--- config.mk ---
export PLATFORM = sky130hd
export DESIGN_NAME = mc_ctrl_fsm
export DESIGN_NICKNAME = d
export VERILOG_FILES = /design/src/rtl/mc_ctrl_fsm_pkg.sv /design/src/rtl/mc_ctrl_fsm_alu_dec.sv /design/src/rtl/mc_ctrl_fsm.sv
export SDC_FILE = /design/constraint.sdc
export NUM_CORES = 1
export LEC_CHECK = 0
export CORE_MARGIN = 3
export CORE_UTILIZATION = 40
export CTS_CLUSTER_SIZE = 16
export DETAILED_ROUTE_END_ITERATION = 10
export GPL_ROUTABILITY_DRIVEN = 0
export PLACE_DENSITY = 0.75
export SYNTH_ARGS = -nofsm -noshare
export SYNTH_HDL_FRONTEND = slang
export SYNTH_HIERARCHICAL = 1
export SYNTH_SLANG_ARGS = --single-unit
--- constraint.sdc ---
create_clock -name clk -period 3.45 [get_ports clk]
set_input_delay 1.035 -clock clk [delete_from_list [all_inputs] [get_ports clk]]
set_output_delay 1.035 -clock clk [all_outputs]
set_load 0.02 [all_outputs]
--- src/rtl/mc_ctrl_fsm_pkg.sv ---
// Shared encodings for the multi-cycle MIPS control unit: states, ALU codes,
// datapath select constants and the Op/Funct values the decoder recognises.
package mc_ctrl_fsm_pkg;

  typedef enum logic [3:0] {
    S_FETCH  = 4'd0,
    S_DECODE = 4'd1,
    S_MEMADR = 4'd2,
    S_MEMRD  = 4'd3,
    S_MEMWB  = 4'd4,
    S_MEMWR  = 4'd5,
    S_EXE    = 4'd6,
    S_ALUWB  = 4'd7,
    S_BRANCH = 4'd8,
    S_JUMP   = 4'd9,
    S_IEXE   = 4'd10,
    S_IWB    = 4'd11
  } state_e;

  // Which ALU decode the current state asks for
  typedef enum logic [2:0] {
    CLS_NONE  = 3'd0,
    CLS_ADD   = 3'd1,
    CLS_SUB   = 3'd2,
    CLS_RTYPE = 3'd3,
    CLS_RCHK  = 3'd4,
    CLS_ITYPE = 3'd5
  } alu_cls_e;

  localparam logic [3:0] ALU_NOP  = 4'd0;
  localparam logic [3:0] ALU_ADD  = 4'd1;
  localparam logic [3:0] ALU_SUB  = 4'd2;
  localparam logic [3:0] ALU_AND  = 4'd3;
  localparam logic [3:0] ALU_OR   = 4'd4;
  localparam logic [3:0] ALU_XOR  = 4'd5;
  localparam logic [3:0] ALU_NOR  = 4'd6;
  localparam logic [3:0] ALU_SLT  = 4'd7;
  localparam logic [3:0] ALU_SLTU = 4'd8;
  localparam logic [3:0] ALU_SLL  = 4'd9;
  localparam logic [3:0] ALU_SRL  = 4'd10;
  localparam logic [3:0] ALU_SRA  = 4'd11;

  localparam logic [1:0] NPC_ALU    = 2'd0;
  localparam logic [1:0] NPC_ALUOUT = 2'd1;
  localparam logic [1:0] NPC_JUMP   = 2'd2;
  localparam logic [1:0] NPC_REGA   = 2'd3;

  localparam logic [1:0] RD_RT = 2'd0;
  localparam logic [1:0] RD_RD = 2'd1;
  localparam logic [1:0] RD_RA = 2'd2;

  localparam logic [1:0] WD_ALUOUT = 2'd0;
  localparam logic [1:0] WD_MDR    = 2'd1;
  localparam logic [1:0] WD_PC     = 2'd2;

  localparam logic [1:0] SRCA_PC    = 2'd0;
  localparam logic [1:0] SRCA_REGA  = 2'd1;
  localparam logic [1:0] SRCA_SHAMT = 2'd2;
  localparam logic [1:0] SRCA_C16   = 2'd3;

  localparam logic [1:0] SRCB_REGB = 2'd0;
  localparam logic [1:0] SRCB_4    = 2'd1;
  localparam logic [1:0] SRCB_IMM  = 2'd2;
  localparam logic [1:0] SRCB_IMM2 = 2'd3;

  localparam logic [5:0] OP_RTYPE = 6'h00;
  localparam logic [5:0] OP_J     = 6'h02;
  localparam logic [5:0] OP_JAL   = 6'h03;
  localparam logic [5:0] OP_BEQ   = 6'h04;
  localparam logic [5:0] OP_BNE   = 6'h05;
  localparam logic [5:0] OP_ADDI  = 6'h08;
  localparam logic [5:0] OP_ADDIU = 6'h09;
  localparam logic [5:0] OP_SLTI  = 6'h0A;
  localparam logic [5:0] OP_SLTIU = 6'h0B;
  localparam logic [5:0] OP_ANDI  = 6'h0C;
  localparam logic [5:0] OP_ORI   = 6'h0D;
  localparam logic [5:0] OP_XORI  = 6'h0E;
  localparam logic [5:0] OP_LUI   = 6'h0F;
  localparam logic [5:0] OP_LW    = 6'h23;
  localparam logic [5:0] OP_SW    = 6'h2B;

  localparam logic [5:0] FN_SLL  = 6'h00;
  localparam logic [5:0] FN_SRL  = 6'h02;
  localparam logic [5:0] FN_SRA  = 6'h03;
  localparam logic [5:0] FN_SLLV = 6'h04;
  localparam logic [5:0] FN_SRLV = 6'h06;
  localparam logic [5:0] FN_SRAV = 6'h07;
  localparam logic [5:0] FN_JR   = 6'h08;
  localparam logic [5:0] FN_JALR = 6'h09;
  localparam logic [5:0] FN_ADD  = 6'h20;
  localparam logic [5:0] FN_ADDU = 6'h21;
  localparam logic [5:0] FN_SUB  = 6'h22;
  localparam logic [5:0] FN_SUBU = 6'h23;
  localparam logic [5:0] FN_AND  = 6'h24;
  localparam logic [5:0] FN_OR   = 6'h25;
  localparam logic [5:0] FN_XOR  = 6'h26;
  localparam logic [5:0] FN_NOR  = 6'h27;
  localparam logic [5:0] FN_SLT  = 6'h2A;
  localparam logic [5:0] FN_SLTU = 6'h2B;

  function automatic logic is_itype_op(input logic [5:0] op);
    return op[5:3] == 3'b001;
  endfunction

endpackage

--- src/rtl/mc_ctrl_fsm_alu_dec.sv ---
// Combinational ALUOp decoder: {state class, Op, Funct} -> ALUOp, an optional
// operand-A override for shifts/lui, and a valid flag for unknown encodings.
module mc_alu_dec
  import mc_ctrl_fsm_pkg::*;
(
  input  logic [2:0] cls,
  input  logic [5:0] op,
  input  logic [5:0] funct,
  output logic [3:0] alu_op,
  output logic       srca_ovr,
  output logic [1:0] srca_sel,
  output logic       valid
);

  logic [3:0] r_alu;
  logic       r_shamt;
  logic       r_valid;

  always_comb begin
    r_alu   = ALU_NOP;
    r_shamt = 1'b0;
    r_valid = 1'b1;
    case (funct)
      FN_ADD, FN_ADDU: r_alu = ALU_ADD;
      FN_SUB, FN_SUBU: r_alu = ALU_SUB;
      FN_AND:          r_alu = ALU_AND;
      FN_OR:           r_alu = ALU_OR;
      FN_XOR:          r_alu = ALU_XOR;
      FN_NOR:          r_alu = ALU_NOR;
      FN_SLT:          r_alu = ALU_SLT;
      FN_SLTU:         r_alu = ALU_SLTU;
      FN_SLL: begin r_alu = ALU_SLL; r_shamt = 1'b1; end
      FN_SRL: begin r_alu = ALU_SRL; r_shamt = 1'b1; end
      FN_SRA: begin r_alu = ALU_SRA; r_shamt = 1'b1; end
      FN_SLLV:         r_alu = ALU_SLL;
      FN_SRLV:         r_alu = ALU_SRL;
      FN_SRAV:         r_alu = ALU_SRA;
      FN_JR, FN_JALR:  r_alu = ALU_NOP;
      default:         r_valid = 1'b0;
    endcase
  end

  always_comb begin
    alu_op   = ALU_NOP;
    srca_ovr = 1'b0;
    srca_sel = SRCA_PC;
    valid    = 1'b1;
    case (alu_cls_e'(cls))
      CLS_ADD: alu_op = ALU_ADD;
      CLS_SUB: alu_op = ALU_SUB;
      CLS_RTYPE: begin
        alu_op   = r_alu;
        srca_ovr = r_shamt;
        srca_sel = SRCA_SHAMT;
        valid    = r_valid;
      end
      // Writeback only needs to know whether the funct was legal
      CLS_RCHK: valid = r_valid;
      CLS_ITYPE: begin
        case (op)
          OP_ADDI, OP_ADDIU: alu_op = ALU_ADD;
          OP_SLTI:           alu_op = ALU_SLT;
          OP_SLTIU:          alu_op = ALU_SLTU;
          OP_ANDI:           alu_op = ALU_AND;
          OP_ORI:            alu_op = ALU_OR;
          OP_XORI:           alu_op = ALU_XOR;
          OP_LUI: begin
            alu_op   = ALU_SLL;
            srca_ovr = 1'b1;
            srca_sel = SRCA_C16;
          end
          default: valid = 1'b0;
        endcase
      end
      default: alu_op = ALU_NOP;
    endcase
  end

endmodule

--- src/rtl/mc_ctrl_fsm.sv ---
// Multi-cycle MIPS control FSM: state register plus Moore output decode
// (PCWrite in S_BRANCH follows Zero). All outputs are forced idle while rst is high.
module mc_ctrl_fsm
  import mc_ctrl_fsm_pkg::*;
#(
  parameter bit STRICT_DECODE = 1'b1
) (
  input  logic       clk,
  input  logic       rst,
  input  logic [5:0] Op,
  input  logic [5:0] Funct,
  input  logic       Zero,
  output logic       PCWrite,
  output logic       IorD,
  output logic       MemWrite,
  output logic       IRWrite,
  output logic       RegWrite,
  output logic [1:0] RegDst,
  output logic [1:0] WDSel,
  output logic [1:0] ALUSrcA,
  output logic [1:0] ALUSrcB,
  output logic       EXTOp,
  output logic [1:0] NPCOp,
  output logic [3:0] ALUOp,
  output logic       Illegal,
  output logic [3:0] State
);

  state_e     state_q, state_d;
  alu_cls_e   alu_cls;
  logic [3:0] dec_alu_op;
  logic       dec_srca_ovr;
  logic [1:0] dec_srca_sel;
  logic       dec_valid;

  always_ff @(posedge clk or posedge rst) begin
    if (rst) state_q <= S_FETCH;
    else     state_q <= state_d;
  end

  always_comb begin
    alu_cls = CLS_NONE;
    case (state_q)
      S_FETCH, S_DECODE, S_MEMADR: alu_cls = CLS_ADD;
      S_BRANCH:                    alu_cls = CLS_SUB;
      S_EXE:                       alu_cls = CLS_RTYPE;
      S_ALUWB:                     alu_cls = CLS_RCHK;
      S_IEXE:                      alu_cls = CLS_ITYPE;
      default:                     alu_cls = CLS_NONE;
    endcase
  end

  mc_alu_dec u_alu_dec (
    .cls      (alu_cls),
    .op       (Op),
    .funct    (Funct),
    .alu_op   (dec_alu_op),
    .srca_ovr (dec_srca_ovr),
    .srca_sel (dec_srca_sel),
    .valid    (dec_valid)
  );

  always_comb begin
    state_d  = S_FETCH;
    PCWrite  = 1'b0;
    IorD     = 1'b0;
    MemWrite = 1'b0;
    IRWrite  = 1'b0;
    RegWrite = 1'b0;
    RegDst   = RD_RT;
    WDSel    = WD_ALUOUT;
    ALUSrcA  = SRCA_PC;
    ALUSrcB  = SRCB_REGB;
    EXTOp    = 1'b0;
    NPCOp    = NPC_ALU;
    ALUOp    = dec_alu_op;
    Illegal  = 1'b0;

    case (state_q)
      S_FETCH: begin
        IRWrite = 1'b1;
        PCWrite = 1'b1;
        ALUSrcB = SRCB_4;
        state_d = S_DECODE;
      end
      S_DECODE: begin
        // Branch target is computed here so S_BRANCH can load it from ALUOut
        ALUSrcB = SRCB_IMM2;
        EXTOp   = 1'b1;
        case (Op)
          OP_LW, OP_SW:   state_d = S_MEMADR;
          OP_RTYPE:       state_d = (Funct == FN_JR || Funct == FN_JALR) ? S_JUMP : S_EXE;
          OP_BEQ, OP_BNE: state_d = S_BRANCH;
          OP_J, OP_JAL:   state_d = S_JUMP;
          default: begin
            if (is_itype_op(Op)) begin
              state_d = S_IEXE;
            end else begin
              state_d = S_FETCH;
              Illegal = STRICT_DECODE;
            end
          end
        endcase
      end
      S_MEMADR: begin
        ALUSrcA = SRCA_REGA;
        ALUSrcB = SRCB_IMM;
        EXTOp   = 1'b1;
        state_d = (Op == OP_LW) ? S_MEMRD : S_MEMWR;
      end
      S_MEMRD: begin
        IorD    = 1'b1;
        state_d = S_MEMWB;
      end
      S_MEMWB: begin
        RegWrite = 1'b1;
        RegDst   = RD_RT;
        WDSel    = WD_MDR;
      end
      S_MEMWR: begin
        IorD     = 1'b1;
        MemWrite = 1'b1;
      end
      S_EXE: begin
        ALUSrcA = dec_srca_ovr ? dec_srca_sel : SRCA_REGA;
        ALUSrcB = SRCB_REGB;
        state_d = S_ALUWB;
      end
      S_ALUWB: begin
        // An unknown funct travels through S_EXE as a NOP and is dropped here
        RegWrite = dec_valid;
        RegDst   = RD_RD;
        WDSel    = WD_ALUOUT;
        Illegal  = !dec_valid && STRICT_DECODE;
      end
      S_BRANCH: begin
        ALUSrcA = SRCA_REGA;
        ALUSrcB = SRCB_REGB;
        NPCOp   = NPC_ALUOUT;
        PCWrite = (Op == OP_BNE) ? !Zero : Zero;
      end
      S_JUMP: begin
        PCWrite = 1'b1;
        if (Op == OP_RTYPE) begin
          NPCOp = NPC_REGA;
          if (Funct == FN_JALR) begin
            RegWrite = 1'b1;
            RegDst   = RD_RD;
            WDSel    = WD_PC;
          end
        end else begin
          NPCOp = NPC_JUMP;
          if (Op == OP_JAL) begin
            RegWrite = 1'b1;
            RegDst   = RD_RA;
            WDSel    = WD_PC;
          end
        end
      end
      S_IEXE: begin
        ALUSrcA = dec_srca_ovr ? dec_srca_sel : SRCA_REGA;
        ALUSrcB = SRCB_IMM;
        EXTOp   = (Op == OP_ADDI || Op == OP_ADDIU || Op == OP_SLTI || Op == OP_SLTIU);
        state_d = S_IWB;
      end
      S_IWB: begin
        RegWrite = 1'b1;
        RegDst   = RD_RT;
        WDSel    = WD_ALUOUT;
      end
      default: state_d = S_FETCH;
    endcase

    if (rst) begin
      state_d  = S_FETCH;
      PCWrite  = 1'b0;
      IorD     = 1'b0;
      MemWrite = 1'b0;
      IRWrite  = 1'b0;
      RegWrite = 1'b0;
      RegDst   = RD_RT;
      WDSel    = WD_ALUOUT;
      ALUSrcA  = SRCA_PC;
      ALUSrcB  = SRCB_REGB;
      EXTOp    = 1'b0;
      NPCOp    = NPC_ALU;
      ALUOp    = ALU_NOP;
      Illegal  = 1'b0;
    end
  end

  assign State = state_q;

endmodule
==> metrics.log, run 1 <==
INFO  metric status = finished, violations left
INFO  metric failing_checks = negative setup slack
INFO  metric clkLatencyLatePin = 0.25 ns
INFO  metric io_pins = 40
INFO  metric synth_enable_flop_cells = 0
INFO  metric crit_required = 2.41 ns
INFO  metric routed-via-count = 2172
INFO  metric diodes = 0
INFO  metric yosysSeqAreaShare = 8.57%
INFO  metric worst-endpoint-arrival = 2.73 ns
INFO  metric final_hold_viol_count = 0
INFO  metric die_area = 3600 µm²
INFO  metric final_core_utilization = 91.3%
INFO  metric htreeDepth = 1
INFO  metric ys_async_sr_fraction = 100%
INFO  metric globalRouteOverflowTotal = 0
INFO  metric peakVddDrop = 0.208 mV
INFO  metric grt_setup_unrepaired = yes
INFO  metric clk_root_buffer_cell = sky130_fd_sc_hd__clkbuf_4
INFO  metric syn-num-nets = 194
INFO  metric tritoncts_clock_tree = yes
INFO  metric post-route-worst-setup-slack = -0.312 ns
INFO  metric row_count = 18
INFO  metric first_pass_grt_wire_length = 9600 µm
INFO  metric total_leakage_power = 1.06 nW
INFO  metric timing.clock.skew = 0.00657 ns
INFO  metric start_util = 44.7%
INFO  metric floorplan.die.width = 60.0 µm
INFO  metric cts_buffer_depth = 2
INFO  metric die_h = 60.0 µm
INFO  metric global_route.peak_usage_layer = met2
INFO  metric syn-mean-instance-area = 6.52 µm²
INFO  metric cts.hold.buffers_added = 0
INFO  metric met1_usage_in_global_routing = 40.5%
INFO  metric postRouteWirelength = 7270 µm
INFO  metric globalRouteMet3Util = 7.34%
INFO  metric worst_hold_path.num_cells = 2
INFO  metric timing.hold.worst.class = register to register
INFO  metric layout_worst_path_cycle_share = 109%
INFO  metric dp.final_hpwl = 3670 µm
INFO  metric route.detailed.drc = 0
INFO  metric globalRouteMet2Util = 61.1%
INFO  metric synth_cells = 179
INFO  metric initial_drc_count = 301
INFO  metric cts_sinks = 4
INFO  metric number_of_iterations_in_the_first_detailed_routing_pass = 5
INFO  metric vias_per_cell = 6.83
INFO  metric final_period_minus_worst_setup_slack = 3.76 ns
INFO  metric layout_overhead_on_the_synthesized_area = 104%
INFO  metric via_count_of_the_first_global_routing_pass = 2005
INFO  metric timing_max_transition_violations_final = 0
INFO  metric clk_pin_slew = 0.04 ns
INFO  metric synth-warning-count = 6
INFO  metric floorplan.core_area = 2610 µm²
INFO  metric synth-main-ff-cell = sky130_fd_sc_hd__dfrtp_1
INFO  metric timing.critical_path.fanout_max = 7
INFO  metric cts_bufs_inserted = 3
INFO  metric post_route_cells_drive_above_1_share = 55.6%
INFO  metric worst_hold_slack = 0.856 ns
INFO  metric synth-seq-cells = 4
INFO  metric routed_length_per_placed_instance = 22.9 µm
INFO  metric ff2ff_path_depth = 6
INFO  metric fin_tns_setup = -1.27 ns
INFO  metric slew-limit-headroom = 64.8%
INFO  metric num-nets-final = 305
INFO  metric worst-setup-path-type = input port to output pin
INFO  metric power_density = 143 nW/µm²
INFO  metric total_routing_usage_gr = 35.4%
INFO  metric grt_start_max_net_pins = 16
INFO  metric antenna_found_initial = 0
INFO  metric max-cap-violations = 0
INFO  metric design_power_total = 0.341 mW
INFO  metric cp-start-kind = input port
INFO  metric yosys.cell_types.count = 54
INFO  metric max_clock_freq = 266 MHz
INFO  metric dpl_worst_slack = -1.16 ns
INFO  metric number_of_i_o_port_buffers = 39
INFO  metric antenna_violating_nets_remaining = 0
INFO  metric worstSetupEndpointType = output pin
INFO  metric synth_area = 1170 µm²
INFO  metric timing_worst_slew_pin_value = 0.524 ns
INFO  metric max_ffs_per_register = 4
INFO  metric setup_viol = 11
-- final cells by class --
| type | instances | area [µm²] |
|---|---|---|
| multi-input combinational | 161 | 1240 |
| timing repair buffer | 117 | 977 |
| fill | 103 | 226 |
| sequential | 4 | 100 |
| tap | 30 | 37.5 |
| clock buffer | 3 | 22.5 |
| inverter | 3 | 11.3 |
-- cells in the mapped netlist (all sizes together), types with 2 or more instances --
library cell	number	area share, %
a21oi	17	7.3
nor4	4	2.7
nor4bb	2	1.7
or3b	4	3.0
nand2	15	4.8
o21ai	13	5.6
or3	3	1.6
and3	3	1.6
a211oi	2	1.3
nor3	7	3.0
and2	2	1.1
nand3	5	2.1
nor2b	17	9.8
nand2b	10	5.4
inv	3	0.96
xor2	2	1.5
nand4b	3	2.3
o211ai	2	1.3
or2	3	1.8
a31oi	2	1.1
o22ai	3	1.6
nor3b	3	2.4
buf	3	2.4
dfrtp	4	8.6
or2b	2	1.3
nor2	16	5.1
clkbuf	8	2.6
or4	2	1.6
o21a	2	1.3
-- cell families (layout without fill, tap and decap cells) --
group	count (synthesis)	count (layout)	synth area share, %
flops	4	4	8.57
compound gates	51	51	27.1
xor+xnor	3	3	2.25
simple gates	106	106	55.3
mux	1	1	0.857
buf+inv	14	123	5.89
-- critical path: stages --
cell and delay, ns:
sky130_fd_sc_hd__buf_12 0.11, sky130_fd_sc_hd__or3b_4 0.42, sky130_fd_sc_hd__a21oi_4 0.18, sky130_fd_sc_hd__o311a_4 0.17
sky130_fd_sc_hd__a21oi_2 0.04, sky130_fd_sc_hd__buf_4 0.14, sky130_fd_sc_hd__or3_4 0.35, sky130_fd_sc_hd__a21oi_4 0.16
sky130_fd_sc_hd__buf_6 0.13
-- what timing repair did --
item / in CTS / in global routing
cloned: 0 / 0
buffers inserted: 11 / 6
pin swaps: 26 / 26
resized for setup: 187 / 43
hold endpoints to repair: 0 / 0
setup endpoints to repair: 21 / 19
-- power by group --
part / total (mW) / switching (mW) / internal, mW
Clock: 0.0630 / 0.0238 / 0.0392
Sequential: 0.0523 / 0.00342 / 0.0489
Combinational: 0.226 / 0.117 / 0.108
Total: 0.341 / 0.144 / 0.196
-- routing by layer --
layer	vias to the layer above	share of wire (%)
met5	-	0
met4	0	7.2
met3	69	11
met2	237	47
met1	985	35
li1	881	-
-- through the flow --
stage          cell area (µm²)  cells
6_report                  2390    318
5_1_grt                   2390    318
2_1_floorplan             1190    179
3_5_place_dp              2030    299
4_1_cts                   2260    313
3_3_place_gp              2030    299
-- worst paths after layout --
| check | from | to | slack [ns] |
|---|---|---|---|
| worst min register to register | State[0] | State[0] | 0.86 |
| worst max register to register | State[1] | State[2] | 1.41 |
| worst max-delay path | Funct[5] | Illegal | -0.31 |
| min in group asynchronous | rst | State[0] | 1.14 |
| max in group asynchronous | rst | State[2] | 2.19 |
| worst min-delay path | State[0] | State[0] | 0.86 |
-- layout by cell type, fill, tap and decap left out, types with 3 or more instances in the layout --
| cell type | n |
|---|---|
| sky130_fd_sc_hd__nor2_1 | 10 |
| sky130_fd_sc_hd__nand3_1 | 3 |
| sky130_fd_sc_hd__and3_1 | 3 |
| sky130_fd_sc_hd__nor2_2 | 4 |
| sky130_fd_sc_hd__clkdlybuf4s50_1 | 5 |
| sky130_fd_sc_hd__buf_4 | 80 |
| sky130_fd_sc_hd__buf_2 | 8 |
| sky130_fd_sc_hd__o21ai_1 | 7 |
| sky130_fd_sc_hd__buf_6 | 16 |
| sky130_fd_sc_hd__clkbuf_4 | 3 |
| sky130_fd_sc_hd__buf_8 | 4 |
| sky130_fd_sc_hd__nor3_1 | 4 |
| sky130_fd_sc_hd__nand4b_1 | 3 |
| sky130_fd_sc_hd__nor2b_1 | 11 |
| sky130_fd_sc_hd__nand2_1 | 15 |
| sky130_fd_sc_hd__o21ai_0 | 5 |
| sky130_fd_sc_hd__nor2b_4 | 3 |
| sky130_fd_sc_hd__nand2b_1 | 9 |
| sky130_fd_sc_hd__dfrtp_1 | 4 |
| sky130_fd_sc_hd__nor2b_2 | 3 |
| sky130_fd_sc_hd__inv_1 | 3 |
| sky130_fd_sc_hd__a21oi_1 | 11 |
| sky130_fd_sc_hd__a21oi_2 | 4 |
No activity file was read; power rests on OpenSTA's default activity.
==> run 2, diff against run 1 <==
--- a/config.mk
+++ b/config.mk
@@ -11,7 +11,10 @@
 export DETAILED_ROUTE_END_ITERATION = 10
 export GPL_ROUTABILITY_DRIVEN = 0
 export PLACE_DENSITY = 0.75
+export REMOVE_ABC_BUFFERS = 1
+export SLEW_MARGIN = 20
 export SYNTH_ARGS = -nofsm -noshare
 export SYNTH_HDL_FRONTEND = slang
 export SYNTH_HIERARCHICAL = 1
 export SYNTH_SLANG_ARGS = --single-unit
+export TNS_END_PERCENT = 100
==> metrics.log, run 2 (same netlist as run 1, synthesis figures left out) <==
INFO  metric routed-via-count = 2179 (was 2172)
INFO  metric cts_sinks = 4 (unchanged)
INFO  metric worst-setup-path-type = input port to output pin (unchanged)
INFO  metric ff2ff_path_depth = 6 (unchanged)
INFO  metric timing.clock.skew = 0.0132 ns (was 0.00657 ns)
INFO  metric start_util = 44.7% (unchanged)
INFO  metric timing_worst_slew_pin_value = 0.569 ns (was 0.524 ns)
INFO  metric num-nets-final = 303 (was 305)
INFO  metric number_of_iterations_in_the_first_detailed_routing_pass = 5 (unchanged)
INFO  metric clk_root_buffer_cell = sky130_fd_sc_hd__clkbuf_4 (unchanged)
INFO  metric critical_path.slowest_cell = sky130_fd_sc_hd__or4_4 (was sky130_fd_sc_hd__or3b_4)
INFO  metric tritoncts_clock_tree = yes (unchanged)
INFO  metric cp_cell_sequence = buf_6, or3b_4, a21oi_4, or4_4, a21oi_4, nand3_2, o21ai_1, a21oi_1, o21ai_1, buf_4 (was buf_12, or3b_4, a21oi_4, o311a_4, a21oi_2, buf_4, or3_4, a21oi_4, buf_6)
INFO  metric diodes = 0 (unchanged)
INFO  metric cp-start-kind = input port (unchanged)
INFO  metric dpl_worst_slack = -1.10 ns (was -1.16 ns)
INFO  metric critical-path-top-delay-family = simple AND/OR/NAND/NOR gates (unchanged)
INFO  metric total_leakage_power = 1.03 nW (was 1.06 nW)
INFO  metric antenna_found_initial = 0 (unchanged)
INFO  metric worst-endpoint-arrival = 2.74 ns (was 2.73 ns)
INFO  metric timing.hold.worst.class = register to register (unchanged)
INFO  metric first_pass_grt_wire_length = 11000 µm (was 9600 µm)
INFO  metric antenna_violating_nets_remaining = 0 (unchanged)
INFO  metric clk_pin_slew = 0.06 ns (was 0.04 ns)
INFO  metric fin_tns_setup = -1.78 ns (was -1.27 ns)
INFO  metric post_route_cells_drive_above_1_share = 55.2% (was 55.6%)
INFO  metric initial_drc_count = 286 (was 301)
INFO  metric max_clock_freq = 265 MHz (was 266 MHz)
INFO  metric die_h = 60.0 µm (unchanged)
INFO  metric via_count_of_the_first_global_routing_pass = 2133 (was 2005)
INFO  metric worstSetupEndpointType = output pin (unchanged)
INFO  metric layout_commonest_cell = sky130_fd_sc_hd__buf_4 (unchanged)
INFO  metric routed_length_per_placed_instance = 24.2 µm (was 22.9 µm)
INFO  metric reg2reg_setup_slack = 1.27 ns (was 1.41 ns)
INFO  metric layout_worst_path_cycle_share = 109% (about the same)
INFO  metric vias_per_cell = 6.90 (was 6.83)
INFO  metric total_routing_usage_gr = 41.2% (was 35.4%)
INFO  metric io_pins = 40 (unchanged)
INFO  metric globalRouteOverflowTotal = 0 (unchanged)
INFO  metric worst-path-buf-inv = 2 (was 3)
INFO  metric status = finished, violations left (unchanged)
INFO  metric slowest_delay = 0.50 ns (was 0.42 ns)
INFO  metric worst_hold_slack = 0.753 ns (was 0.856 ns)
INFO  metric floorplan.core_area = 2610 µm² (unchanged)
INFO  metric layout.cells.most_common_list = 77 x sky130_fd_sc_hd__buf_4, 18 x sky130_fd_sc_hd__buf_6, 14 x sky130_fd_sc_hd__nand2_1 (was 80 x sky130_fd_sc_hd__buf_4, 16 x sky130_fd_sc_hd__buf_6, 15 x sky130_fd_sc_hd__nand2_1)
INFO  metric place_inst = 296 (was 299)
INFO  metric clkLatencyLatePin = 0.25 ns (about the same)
INFO  metric cts.hold.buffers_added = 0 (unchanged)
INFO  metric postRouteWirelength = 7630 µm (was 7270 µm)
INFO  metric htreeDepth = 1 (unchanged)
INFO  metric max_ffs_per_register = 4 (unchanged)
INFO  metric floorplan.die.width = 60.0 µm (unchanged)
INFO  metric reg2reg_to = State[2] (unchanged)
INFO  metric final_hold_viol_count = 0 (unchanged)
INFO  metric number_of_i_o_port_buffers = 39 (unchanged)
INFO  metric failing_checks = negative setup slack (unchanged)
INFO  metric post-route-worst-setup-slack = -0.326 ns (was -0.312 ns)
INFO  metric whs_endpoint = State[0] (unchanged)
INFO  metric stdcell_area = 2380 µm² (was 2390 µm²)
INFO  metric power_density = 144 nW/µm² (was 143 nW/µm²)
INFO  metric route.detailed.drc = 0 (unchanged)
INFO  metric cts_buffer_depth = 2 (unchanged)
INFO  metric die_area = 3600 µm² (unchanged)
INFO  metric dp.final_hpwl = 3790 µm (was 3670 µm)
INFO  metric row_count = 18 (unchanged)
INFO  metric grt_start_max_net_pins = 11 (was 16)
INFO  metric layout.cells.non_filler = 316 (was 318)
INFO  metric timing_max_transition_violations_final = 0 (unchanged)
INFO  metric peakVddDrop = 0.216 mV (was 0.208 mV)
INFO  metric grt_setup_unrepaired = yes (unchanged)
INFO  metric placed_area = 1980 µm² (was 2030 µm²)
INFO  metric timing.critical_path.fanout_max = 2 (was 7)
INFO  metric slew-limit-headroom = 61.8% (was 64.8%)
INFO  metric hp-start = State[0] (unchanged)
INFO  metric cts_bufs_inserted = 3 (unchanged)
INFO  metric setup_viol = 10 (was 11)
INFO  metric regToRegStartpoint = State[1] (unchanged)
INFO  metric worst_hold_path.num_cells = 2 (unchanged)
INFO  metric layout_overhead_on_the_synthesized_area = 104% (about the same)
INFO  metric crit_required = 2.41 ns (about the same)
INFO  metric final_period_minus_worst_setup_slack = 3.78 ns (was 3.76 ns)
INFO  metric max-cap-violations = 0 (unchanged)
## run 2: what timing repair did
action,in CTS,in global routing
resized for setup,175,36
pin swaps,32,18
setup buffers,15,3
setup endpoints to repair,21,15
hold endpoints to repair,0,0
## run 2: cell type report
class                   count  area (µm²)
clock buffers               3        22.5
fillers                   111         233
repair buffers            115         953
inverters                   3        11.3
multi-input cells         161        1250
well taps                  30        37.5
flip-flops and latches      4         103
## run 2: stage by stage
| step | util (%) | total power [mW] |
|---|---|---|
| 2_1_floorplan | - | 0.120 |
| 3_3_place_gp | 75.8 | 0.217 |
| 3_5_place_dp | 75.8 | 0.222 |
| 4_1_cts | 86.3 | 0.299 |
| 5_1_grt | 91.1 | 0.353 |
| 6_report | 91.1 | 0.343 |
## run 2: tightest hold or removal path: cells and delay by family, from the launching register on
kind	cells	cell delay, ns
buffers and inverters	1	0.17
AOI/OAI and AO/OA	1	0.08
DFF	1	0.45
## run 2: how the worst max path moves through the flow
stage                     slack [ns]  endpoint  cells past startpoint      from
after CTS                      -0.30  WDSel[1]                      9  Funct[5]
after global placement         -1.02   Illegal                      8  Funct[0]
after global routing           -0.42  RegWrite                     10  Funct[0]
after detailed placement       -1.10  RegWrite                     10  Funct[1]
after floorplan                -0.23  RegWrite                      4     Op[2]
final                          -0.33  RegWrite                     10  Funct[0]
## run 2: power by group
part	internal, mW	switching, mW
registers	0.0490	0.00430
logic	0.104	0.118
clock network	0.0396	0.0285
## run 2: layer usage
metal	global-route usage, %	wire length (µm)	vias to the layer above
li1	-	-	872
met1	46.7	2590	990
met2	68.8	3440	227
met3	9.07	906	90
met4	26.3	694	0
met5	0	0	-
